## config.mk

```make
export PLATFORM = sky130hd
export DESIGN_NAME = debug_scan_flat
export DESIGN_NICKNAME = d
export VERILOG_FILES = /design/src/rtl/debug_scan_if.sv /design/src/rtl/debug_scan.sv /design/src/flat_wrapper.sv
export SDC_FILE = /design/constraint.sdc
export NUM_CORES = 1
export LEC_CHECK = 0
export BUFFER_PORTS_ARGS = -buffer_cell sky130_fd_sc_hd__buf_2
export CAP_MARGIN = 0
export CORE_ASPECT_RATIO = 2
export CORE_MARGIN = 4
export CORE_UTILIZATION = 53
export DETAILED_ROUTE_END_ITERATION = 10
export PLACE_DENSITY = 0.86
export SLEW_MARGIN = 20
export SYNTH_ARGS = -nofsm -noshare
export SYNTH_HDL_FRONTEND = slang
export SYNTH_SLANG_ARGS = --single-unit
export TNS_END_PERCENT = 100
```

## constraint.sdc

```tcl
create_clock -name clk -period 6.2 [get_ports clk]
set_input_delay 0.93 -clock clk [delete_from_list [all_inputs] [get_ports clk]]
set_output_delay 0.93 -clock clk [all_outputs]
set_load 0.05 [all_outputs]
```

## src/rtl/debug_scan_if.sv

```systemverilog
// rtl/debug_scan_if.sv - scan output stream: captured word, its address and last marker
interface debug_scan_if;
    logic        out_valid;
    logic        out_ready;
    logic [31:0] out_data;
    logic [31:0] out_addr;
    logic        out_last;

    modport master (
        output out_valid,
        input  out_ready,
        output out_data,
        output out_addr,
        output out_last
    );

    modport slave (
        input  out_valid,
        output out_ready,
        input  out_data,
        input  out_addr,
        input  out_last
    );
endinterface

```

## src/rtl/debug_scan.sv

```systemverilog
// rtl/debug_scan.sv - debug-bus scan engine; checksum built only when DEBUG_SCAN_SUM_EN is defined
module debug_scan #(
    parameter int unsigned WAIT_CYC = 1
) (
    input  logic               clk,
    input  logic               rstn,
    input  logic               start,
    input  logic               abort,
    input  logic [31:0]        base_addr,
    input  logic [15:0]        length,
    output logic               busy,
    output logic               done,
    output logic [31:0]        chk_addr,
    input  logic [31:0]        chk_data,
    debug_scan_if.master       stream,
    output logic [31:0]        sum
);

    typedef enum logic [1:0] {IDLE, SETTLE, HOLD} state_t;

    localparam logic [3:0] SETTLE_RELOAD = 4'(WAIT_CYC);

    state_t      state_q, state_d;
    logic [15:0] remaining_q;
    logic [3:0]  settle_q;
    logic        accept, zero_start, capture, handshake;

    always_ff @(posedge clk or negedge rstn) begin
        if (!rstn) state_q <= IDLE;
        else       state_q <= state_d;
    end

    always_comb begin
        state_d    = state_q;
        accept     = 1'b0;
        zero_start = 1'b0;
        capture    = 1'b0;
        handshake  = 1'b0;
        case (state_q)
            IDLE: begin
                if (start) begin
                    if (length != 16'd0) begin
                        accept  = 1'b1;
                        state_d = SETTLE;
                    end else begin
                        zero_start = 1'b1;
                    end
                end
            end
            SETTLE: begin
                if (abort) begin
                    state_d = IDLE;
                end else if (settle_q == 4'd0) begin
                    capture = 1'b1;
                    state_d = HOLD;
                end
            end
            HOLD: begin
                // abort wins over a handshake landing on the same edge
                if (abort) begin
                    state_d = IDLE;
                end else if (stream.out_valid && stream.out_ready) begin
                    handshake = 1'b1;
                    state_d   = stream.out_last ? IDLE : SETTLE;
                end
            end
            default: state_d = IDLE;
        endcase
    end

    always_ff @(posedge clk or negedge rstn) begin
        if (!rstn) begin
            busy             <= 1'b0;
            done             <= 1'b0;
            chk_addr         <= 32'h0;
            remaining_q      <= 16'h0;
            settle_q         <= 4'h0;
            stream.out_valid <= 1'b0;
            stream.out_data  <= 32'h0;
            stream.out_addr  <= 32'h0;
            stream.out_last  <= 1'b0;
        end else begin
            done <= 1'b0;
            if (accept) begin
                chk_addr    <= base_addr;
                remaining_q <= length;
                settle_q    <= SETTLE_RELOAD;
                busy        <= 1'b1;
            end
            if (zero_start) done <= 1'b1;
            if (state_q != IDLE && abort) begin
                busy             <= 1'b0;
                stream.out_valid <= 1'b0;
                stream.out_last  <= 1'b0;
            end else begin
                if (state_q == SETTLE && settle_q != 4'd0) settle_q <= settle_q - 4'd1;
                if (capture) begin
                    stream.out_data  <= chk_data;
                    stream.out_addr  <= chk_addr;
                    stream.out_valid <= 1'b1;
                    stream.out_last  <= (remaining_q == 16'd1);
                end
                if (handshake) begin
                    stream.out_valid <= 1'b0;
                    if (stream.out_last) begin
                        stream.out_last <= 1'b0;
                        busy            <= 1'b0;
                        done            <= 1'b1;
                    end else begin
                        remaining_q    <= remaining_q - 16'd1;
                        // region select in [31:16] is fixed for the whole scan
                        chk_addr[15:0] <= chk_addr[15:0] + 16'd1;
                        settle_q       <= SETTLE_RELOAD;
                    end
                end
            end
        end
    end

`ifdef DEBUG_SCAN_SUM_EN
    logic [31:0] sum_q;

    always_ff @(posedge clk or negedge rstn) begin
        if (!rstn)                    sum_q <= 32'h0;
        else if (accept || zero_start) sum_q <= 32'h0;
        else if (capture && !abort)   sum_q <= sum_q + chk_data;
    end

    assign sum = sum_q;
`else
    assign sum = 32'h0;
`endif

endmodule
```

## src/flat_wrapper.sv

```systemverilog
// flat-port wrapper written by rule: the top's interface ports become plain ports
module debug_scan_flat 
#(
    parameter int unsigned WAIT_CYC = 1
)
  (clk, rstn, start, abort, base_addr, length, busy, done, chk_addr, chk_data, sum, stream_out_valid, stream_out_ready, stream_out_data, stream_out_addr, stream_out_last);
  debug_scan_if stream_i ();
  input  logic clk;
  input  logic rstn;
  input  logic start;
  input  logic abort;
  input  logic [31:0] base_addr;
  input  logic [15:0] length;
  output logic busy;
  output logic done;
  output logic [31:0] chk_addr;
  input  logic [31:0] chk_data;
  output logic [31:0] sum;
  output wire logic [$bits(stream_i.out_valid)-1:0] stream_out_valid;
  input wire logic [$bits(stream_i.out_ready)-1:0] stream_out_ready;
  output wire logic [$bits(stream_i.out_data)-1:0] stream_out_data;
  output wire logic [$bits(stream_i.out_addr)-1:0] stream_out_addr;
  output wire logic [$bits(stream_i.out_last)-1:0] stream_out_last;
  assign stream_out_valid = stream_i.out_valid;
  assign stream_i.out_ready = stream_out_ready;
  assign stream_out_data = stream_i.out_data;
  assign stream_out_addr = stream_i.out_addr;
  assign stream_out_last = stream_i.out_last;
  debug_scan #(.WAIT_CYC(WAIT_CYC)) u_core (.clk(clk), .rstn(rstn), .start(start), .abort(abort), .base_addr(base_addr), .length(length), .busy(busy), .done(done), .chk_addr(chk_addr), .chk_data(chk_data), .stream(stream_i), .sum(sum));
endmodule
```

## After elaboration in Yosys (flattened, before gate mapping)

Index checks and enable logic that the tools add are counted.

- Bits in writable memories: 0
- Input port bits: 85
- Latch bits: 0
- Register bits: 122
- Output and inout bits: 132
- Bits in read-only memories: 0
- Memories kept: 0

- Shifts and indexed selects: 0
- Equality and inequality tests: 7
- Order comparisons: 0
- Bitwise gates (word level): 1
- Multiply operators: 0
- Reduce and logical (&&, ||, !) cells: 11
- Divide/modulo/power cells: 0
- Muxes and demuxes: 48
- $add $sub $neg: 3

Operators by type and width:

| kind | count |
|---|---|
| two-way mux 16 bit | 8 |
| two-way mux 1 bit | 28 |
| two-way mux 4 bit | 5 |
| adder 16 x 1 -> 16 bit, second input constant | 1 |
| equality test 16 x 1 -> 1 bit, second input constant | 1 |
| nonzero test 16 bit | 1 |
| subtractor 16 x 1 -> 16 bit, second input constant | 1 |
| two-way mux 2 bit | 6 |
| != test 3 x 2 -> 1 bit, second input constant | 2 |
| one-hot mux 2 bit (3 select lines) | 1 |
| zero test 4 bit | 1 |
| AND reduction 4 bit | 1 |
| nonzero test 4 bit | 1 |
| subtractor 4 x 1 -> 4 bit, second input constant | 1 |
| logical AND 1 bit | 3 |
| nonzero test 3 bit | 1 |
| equality test 2 x 1 -> 1 bit, second input constant | 1 |
| equality test 2 bit, second input constant | 1 |
| zero test 2 bit | 1 |
| != test 2 x 1 -> 1 bit, second input constant | 1 |
| != test 2 bit, second input constant | 1 |
| AND reduction 2 bit | 1 |
| nonzero test 2 bit | 1 |
| inverter 1 bit | 1 |

## Logic depth before layout (Yosys ltp)

Gate-level depths: netlist of the first run.

- Word-level depth: 9
- Gate-level depth with buffers: 8
- Depth with buffers taken out: 7

## Worst setup path after synthesis of the first run

No wires, ideal clock.

- Path kind: in2reg
- Start: input port length[0]
- End: register u_core.remaining_q[10]
- Path slack: 3.492 ns
- Setup time: 0.137 ns
- Buffers on the path: 1
- Stages: 6
- Required time: 6.063 ns
- Data arrival time: 2.571 ns
- Cells stage by stage: or4_1 -> o41ai_4 -> nand2_4 -> buf_2 -> o22ai_1 -> a21oi_1

- Cells in the longest elaborated chain, start to end: 8

RTL lines:

| item | RTL line | RTL |
|---|---|---|
| from (decl) | flat_wrapper.sv:13 | `input logic [15:0] length;` |
| nonzero test 16 bit (*) | debug_scan.sv:42 | `if (length != 16'd0) begin` |
| two-way mux 1 bit (*) | debug_scan.sv:42 |  |
| two-way mux 1 bit (*) | debug_scan.sv:41 | `if (start) begin` |
| two-way mux 1 bit (*) | debug_scan.sv:39 | `case (state_q)` |
| two-way mux 16 bit (*) | debug_scan.sv:84 | `if (accept) begin` |
| two-way mux 16 bit | debug_scan.sv:105 | `if (stream.out_last) begin` |
| two-way mux 16 bit | debug_scan.sv:103 | `if (handshake) begin` |
| two-way mux 16 bit (*) | debug_scan.sv:91 | `if (state_q != IDLE && abort) begin` |
| to (signal assigned) | debug_scan.sv:86 | `remaining_q <= length;` |
| to (signal assigned) | debug_scan.sv:110 | `remaining_q <= remaining_q - 16'd1;` |
| to (decl) | debug_scan.sv:24 | `logic [15:0] remaining_q;` |

Every way passes the cells marked *; elsewhere a longest branch is shown, timed or not.
A chain may end at the register's enable or synchronous reset.

## Worst setup path in the final report of the first run

- Start: input port length[0]
- End: register u_core.remaining_q[15]

Same word-level chain as after synthesis.

==> metrics, run 1 <==
status=finished, final reports clean; Final TNS setup=0 ps; Final Slew Violations=0; Setup crit end=u_core.remaining_q[15]$_DFF_PN0_; number of synthesized register bits=122; via count=~4,700; placed inst area=around 6500 µm²; CP Capture Type=flip-flop; first-pass GRT wire length=around 23,000 µm; cell type with the highest aggregate area in the netlist=dfrtp_1; initial antenna violation count=0; CTS root buf=clkbuf_16; family with the most delay on the worst path=simple AND/OR/NAND/NOR gates; Hold WS=around 500 ps; Layout Cells excl Fill=between 800 and 900; Synth top area share=0.542; ANT nets after route=0; fin crit share=0.490; Worst-path clk slew=around 50 ps; Slowest-stage cell, CP=or4_1; critical path launch point=length[0]; VDD IR max=between 0.0003 and 0.0004 V; Nets=approximately 800; Synth Cell Area=5630 µm²; CP max FO=54; Num CTS Buffers=17; Max Freq=between 300 and 400 MHz; clock buffer depth=2; Critical Path Stages=7; FF-to-FF End=u_core.stream.out_last$_DFF_PN0_; top post-synthesis cells by area=dfrtp_1 54%, mux2_2 12%, nand2_1 5.1%; Final Skew=~6.5 ps; Vias/cell=5.47; Synth Flop Type=dfrtp_1; die area=roughly 12,000 µm²; Cells after DPL=between 800 and 900; Slowest Stage Delay on Critical Path=620 ps; input/output buffers=between 150 and 200; fraction of registers with async set/reset=1.00; Cells after Synth=532; Register Area=between 3000 and 4000 µm²; ranking of synthesized cells by instance count=122 x dfrtp_1, 76 x nand2_1, 62 x mux2_2; dpl hpwl=about 10,000 µm; Critical R2R Launch=u_core.settle_q[0]$_DFF_PN0_; fin crit period=slightly above 3000 ps; CTS H-tree lvls=4; vias in the first global route=between 4,000 and 5,000; synthesized area per cell=10.6 µm²; worst path cell trace=buf_2 > or4_1 > o41ai_4 > buf_4 > nand2_4 > o21a_1 > o221a_1; leakage power=3.50 nW; area of the multi-input gates=2290 µm²; fillers=822; Avg WL per Cell=17.1 µm; Post-synth EDFFs=0; Synth Warn #=0; worst path required time=6490 ps; CTS tree=yes; grt total ovfl=0; Crit Path Class=in -> reg; hold violation count in the final report=0; worst hold-check path type=reg -> reg; area growth from synthesis to final layout=27.2%; Skew-Pair Late Insertion Delay=410 ps; CTS Hold Bufs=0; Die Y=roughly 150 µm; design area=7170 µm²; ant diodes=0; Die X=between 80 and 90 µm; Seq/Total Area, Yosys=0.542; FP Rows=53; RSZ-0062 raised after global routing=no; layout cells sized above 1=0.403; Max Cap Viol=0; Tot GR Track Use=0.241; top-count cell post-synth=dfrtp_1; measured slew at the worst slew-check pin=1010 ps; largest net degree at the start of global routing=between 60 and 70; post-synth cell types=42; # Post-CTS Setup Buffers=0; startpoint class of the critical path=input port; PostCTS Resize Cnt=0; number of I/O pins=217; Final Setup Violations=0; Data arrival, critical path=~3300 ps; final WL=~15,000 µm; drt initial violations=300; number of remaining DRC errors=0; Starting Density=0.538; DRT Pass-1 Iters=5; Power Density=between 600 and 700 nW/µm²; Placer Congestion=a little under 0.9; Core Footprint=roughly 10,000 µm²; reg2reg path depth=8; Clock Sinks=roughly 120; FF-to-FF setup slack=roughly 3500 ps; Worst slew margin=0.326; Crit path buffers/inverters=2
==> how the worst min path moves through the flow <==
stage / from / to / slack [ps] / depth (start not counted)
floorplan: u_core.remaining_q[11]$_DFF_PN0_ / u_core.remaining_q[11]$_DFF_PN0_ / 480 / 2
detailed placement: u_core.stream.out_addr[12]$_DFFE_PN0P_ / u_core.stream.out_addr[12]$_DFFE_PN0P_ / 490 / 1
finish: u_core.stream.out_data[19]$_DFFE_PN0P_ / u_core.stream.out_data[19]$_DFFE_PN0P_ / 500 / 1
CTS: u_core.stream.out_data[19]$_DFFE_PN0P_ / u_core.stream.out_data[19]$_DFFE_PN0P_ / 500 / 1
global placement: u_core.stream.out_addr[14]$_DFFE_PN0P_ / u_core.stream.out_addr[14]$_DFFE_PN0P_ / 470 / 2
global route: u_core.stream.out_data[19]$_DFFE_PN0P_ / u_core.stream.out_data[19]$_DFFE_PN0P_ / 510 / 1
==> per-layer routing <==
metal	part of all wire	wire, µm	vias up	global-route usage
met1	0.34	4970	2264	0.251
met2	0.56	8300	241	0.439
met3	0.072	1050	38	0.0574
met5	0	0	-	0
li1	-	-	2166	-
met4	0.028	418	0	0.111
==> through the flow <==
| stage | power (mW) | setup WS, ps | utilization |
|---|---|---|---|
| 2_1_floorplan | 3.15 | 3490 | - |
| 3_3_place_gp | 3.61 | 2840 | 0.623 |
| 3_5_place_dp | 3.70 | 2780 | 0.623 |
| 4_1_cts | 4.78 | 3210 | 0.684 |
| 5_1_grt | 4.98 | 3090 | 0.684 |
| 6_report | 4.75 | 3160 | 0.684 |
==> where the power goes <==
part	internal (mW)	switching [mW]	total, mW
logic	0.567	1.66	2.23
registers	1.17	0.295	1.46
clock network	0.713	0.350	1.06
==> cell families after synthesis <==
group / count (synthesis) / share of synthesized area
AOI/OAI and AO/OA: 93 / 0.102
xor gates and xnor gates: 1 / 0.00156
adders and majority gates: 4 / 0.00889
buffers and inverters: 72 / 0.0737
DFF: 122 / 0.542
muxes: 62 / 0.124
other: 1 / 0.000666
and+or+nand+nor: 177 / 0.147
==> cells in the final DEF, fill, tap and decap left out, types with 15 or more instances in the layout <==
cell / instances
a21oi_1: 34
buf_2: 183
clkbuf_16: 17
conb_1: 32
dfrtp_1: 122
mux2_2: 62
nand2_1: 75
nand3_1: 15
nor2_1: 39
o21ai_0: 28
==> worst register-to-register path, cell delays in order, from the launching register on <==
cell and delay [ps]:
dfrtp_1 380, inv_1 100, ha_1 180, nor3b_1 380, nand2_2 560, buf_4 480
nor4_1 400, a21oi_1 80, nor2_1 110
==> sequential cells by signal (all words and copies together), names as in the netlist <==
register,count
u_core.remaining_q,16
u_core.done,1
u_core.busy,1
u_core.chk_addr,32
u_core.stream.out_valid,1
u_core.stream.out_last,1
u_core.stream.out_addr,32
u_core.stream.out_data,32
u_core.settle_q,4
u_core.state_q,2
==> final cells by class <==
class                           instances  area share
Sequential cell                       122       0.426
Multi-Input combinational cell        369       0.320
Timing Repair Buffer                  188       0.133
Clock buffer                           21      0.0670
Tap cell                              137      0.0239
Clock inverter                         10      0.0229
Inverter                               14     0.00733
Note: power is estimated with default switching activity, not from simulation.
==> run 2, diff against run 1 <==
CORE_UTILIZATION = 44   (was 53)
PLACE_DENSITY = 0.76   (was 0.86)
clock period = 2.5 ns   (was 6.2 ns; I/O delays follow)
==> metrics, run 2 (synthesized netlist as in run 1, its figures left out) <==
grt total ovfl=0 (unchanged); Num CTS Buffers=17 (unchanged); number of I/O pins=217 (unchanged); CP max FO=5 (-91%); FP Rows=58 (+9.4%); vias in the first global route=4,778 (+0.97%); startpoint class of the critical path=flip-flop; input/output buffers=184 (unchanged); dpl hpwl=10,800 µm (+4.3%); Crit Path Class=reg -> reg; PostCTS Resize Cnt=0 (unchanged); Nets=812 (+1.4%); Avg WL per Cell=16.8 µm (-2.0%); Clock Sinks=122 (unchanged); most frequent cells in the layout=183 x buf_2, 122 x dfrtp_1, 75 x nand2_1; Max Cap Viol=0 (unchanged); Core Footprint=12,600 µm² (+20%); Final Skew=7.44 ps (+0.904 ps); worst path required time=2840 ps (-3650 ps); CP Capture Type=flip-flop; number of remaining DRC errors=0 (unchanged); area growth from synthesis to final layout=28.8%; fin crit period=2280 ps; leakage power=3.57 nW (+1.8%); Worst-path clk slew=50 ps (about the same); Hold WS=52.3 ps (-446 ps); Final TNS setup=0 ps (unchanged); Starting Density=0.449 (-0.0889); DRT Pass-1 Iters=5 (unchanged); initial antenna violation count=0 (unchanged); Power Density=1600 nW/µm² (+140%); biggest regs=u_core.chk_addr (32), u_core.stream.out_addr (32), u_core.stream.out_data (32); Vias/cell=5.31 (-2.8%); CTS H-tree lvls=4 (unchanged); clock buffer depth=2 (unchanged); Final Slew Violations=0 (unchanged); RSZ-0062 raised after global routing=no; first-pass GRT wire length=23,600 µm (+2.5%); drt initial violations=191 (-36%); # Post-CTS Setup Buffers=0 (unchanged); CTS root buf=clkbuf_16; VDD IR max=0.000915 V (+130%); CTS tree=yes; Tot GR Track Use=0.205 (-0.0364); ant diodes=0 (unchanged); most common cell after layout, fill and taps aside=buf_2; Data arrival, critical path=2610 ps (-710 ps); Final Setup Violations=0 (unchanged); Worst slew margin=0.484 (+0.158); layout cells sized above 1=0.406 (+0.00294); largest net degree at the start of global routing=58 (-15%); die area=14,800 µm² (+19%); Max Freq=between 400 and 500 MHz; ANT nets after route=0 (unchanged); via count=4,709 (unchanged); hold violation count in the final report=0 (unchanged); CTS Hold Bufs=0 (unchanged); Placer Congestion=0.823 (-6.0%); fin crit share=0.911; Die X=88.0 µm (+8.8%); fillers=1,116 (+36%); Skew-Pair Late Insertion Delay=400 ps (about the same); status=finished, final reports clean; worst hold-check path type=in -> async; Die Y=168 µm (+9.2%); final WL=14,900 µm (+0.81%); measured slew at the worst slew-check pin=773 ps (-237 ps)
## run 2: critical path, cell delays in order, from the launching register on
cell	delay [ps]
dfrtp_1	430
or4_1	620
or4_4	560
nor4_1	430
a21oi_1	70
nor2_1	100
## run 2: where the power goes
group	switching, mW	total [mW]	internal, mW	leakage, nW
Combinational	4.10	5.55	1.46	1.82
Sequential	0.731	3.63	2.90	1.46
Clock	0.833	2.45	1.61	0.288
## run 2: layout make-up
type / count / area, µm² / share of cell area
multi-input combinational: 369 / 2300 / 0.317
sequential: 122 / 3050 / 0.421
inverter: 14 / 52.6 / 0.00725
clock buffer: 24 / 472 / 0.0650
clock inverter: 8 / 118 / 0.0162
tap: 150 / 188 / 0.0259
timing repair buffer: 199 / 1070 / 0.148
## run 2: per-layer routing
metal / vias to the layer above / part of all wire / GRT usage
li1: 2182 / - / -
met1: 2313 / 0.35 / 0.227
met2: 200 / 0.57 / 0.370
met3: 14 / 0.067 / 0.0455
met4: 0 / 0.014 / 0.0768
met5: - / 0 / 0
## run 2: stage by stage
| stage | power (mW) | area [µm²] | util | setup WS, ps | std cells |
|---|---|---|---|---|---|
| after floorplan | 7.82 | 5750 | - | 347 | 563 |
| after global placement | 9.06 | 6660 | 0.531 | 169 | 854 |
| after detailed placement | 9.24 | 6660 | 0.531 | 138 | 854 |
| after CTS | 11.7 | 7250 | 0.578 | 227 | 886 |
| after global routing | 12.3 | 7250 | 0.578 | 80.7 | 886 |
| final | 11.6 | 7250 | 0.578 | 223 | 886 |
## run 2: final timing paths
check | from | depth (start not counted) | endpoint | slack [ps]
worst max-delay path | u_core.remaining_q[10]$_DFF_PN0_ | 5 | u_core.stream.out_last$_DFF_PN0_ | 220
worst min-delay path | rstn | 1 | u_core.stream.out_addr[11]$_DFFE_PN0P_ | 50
worst max register to register | u_core.remaining_q[10]$_DFF_PN0_ | 5 | u_core.stream.out_last$_DFF_PN0_ | 220
worst min register to register | u_core.stream.out_addr[10]$_DFFE_PN0P_ | 2 | u_core.stream.out_addr[10]$_DFFE_PN0P_ | 480
max in group asynchronous | rstn | 2 | u_core.state_q[1]$_DFFE_PN0P_ | 1700
min in group clk | base_addr[28] | 3 | u_core.chk_addr[28]$_DFFE_PN0N_ | 160
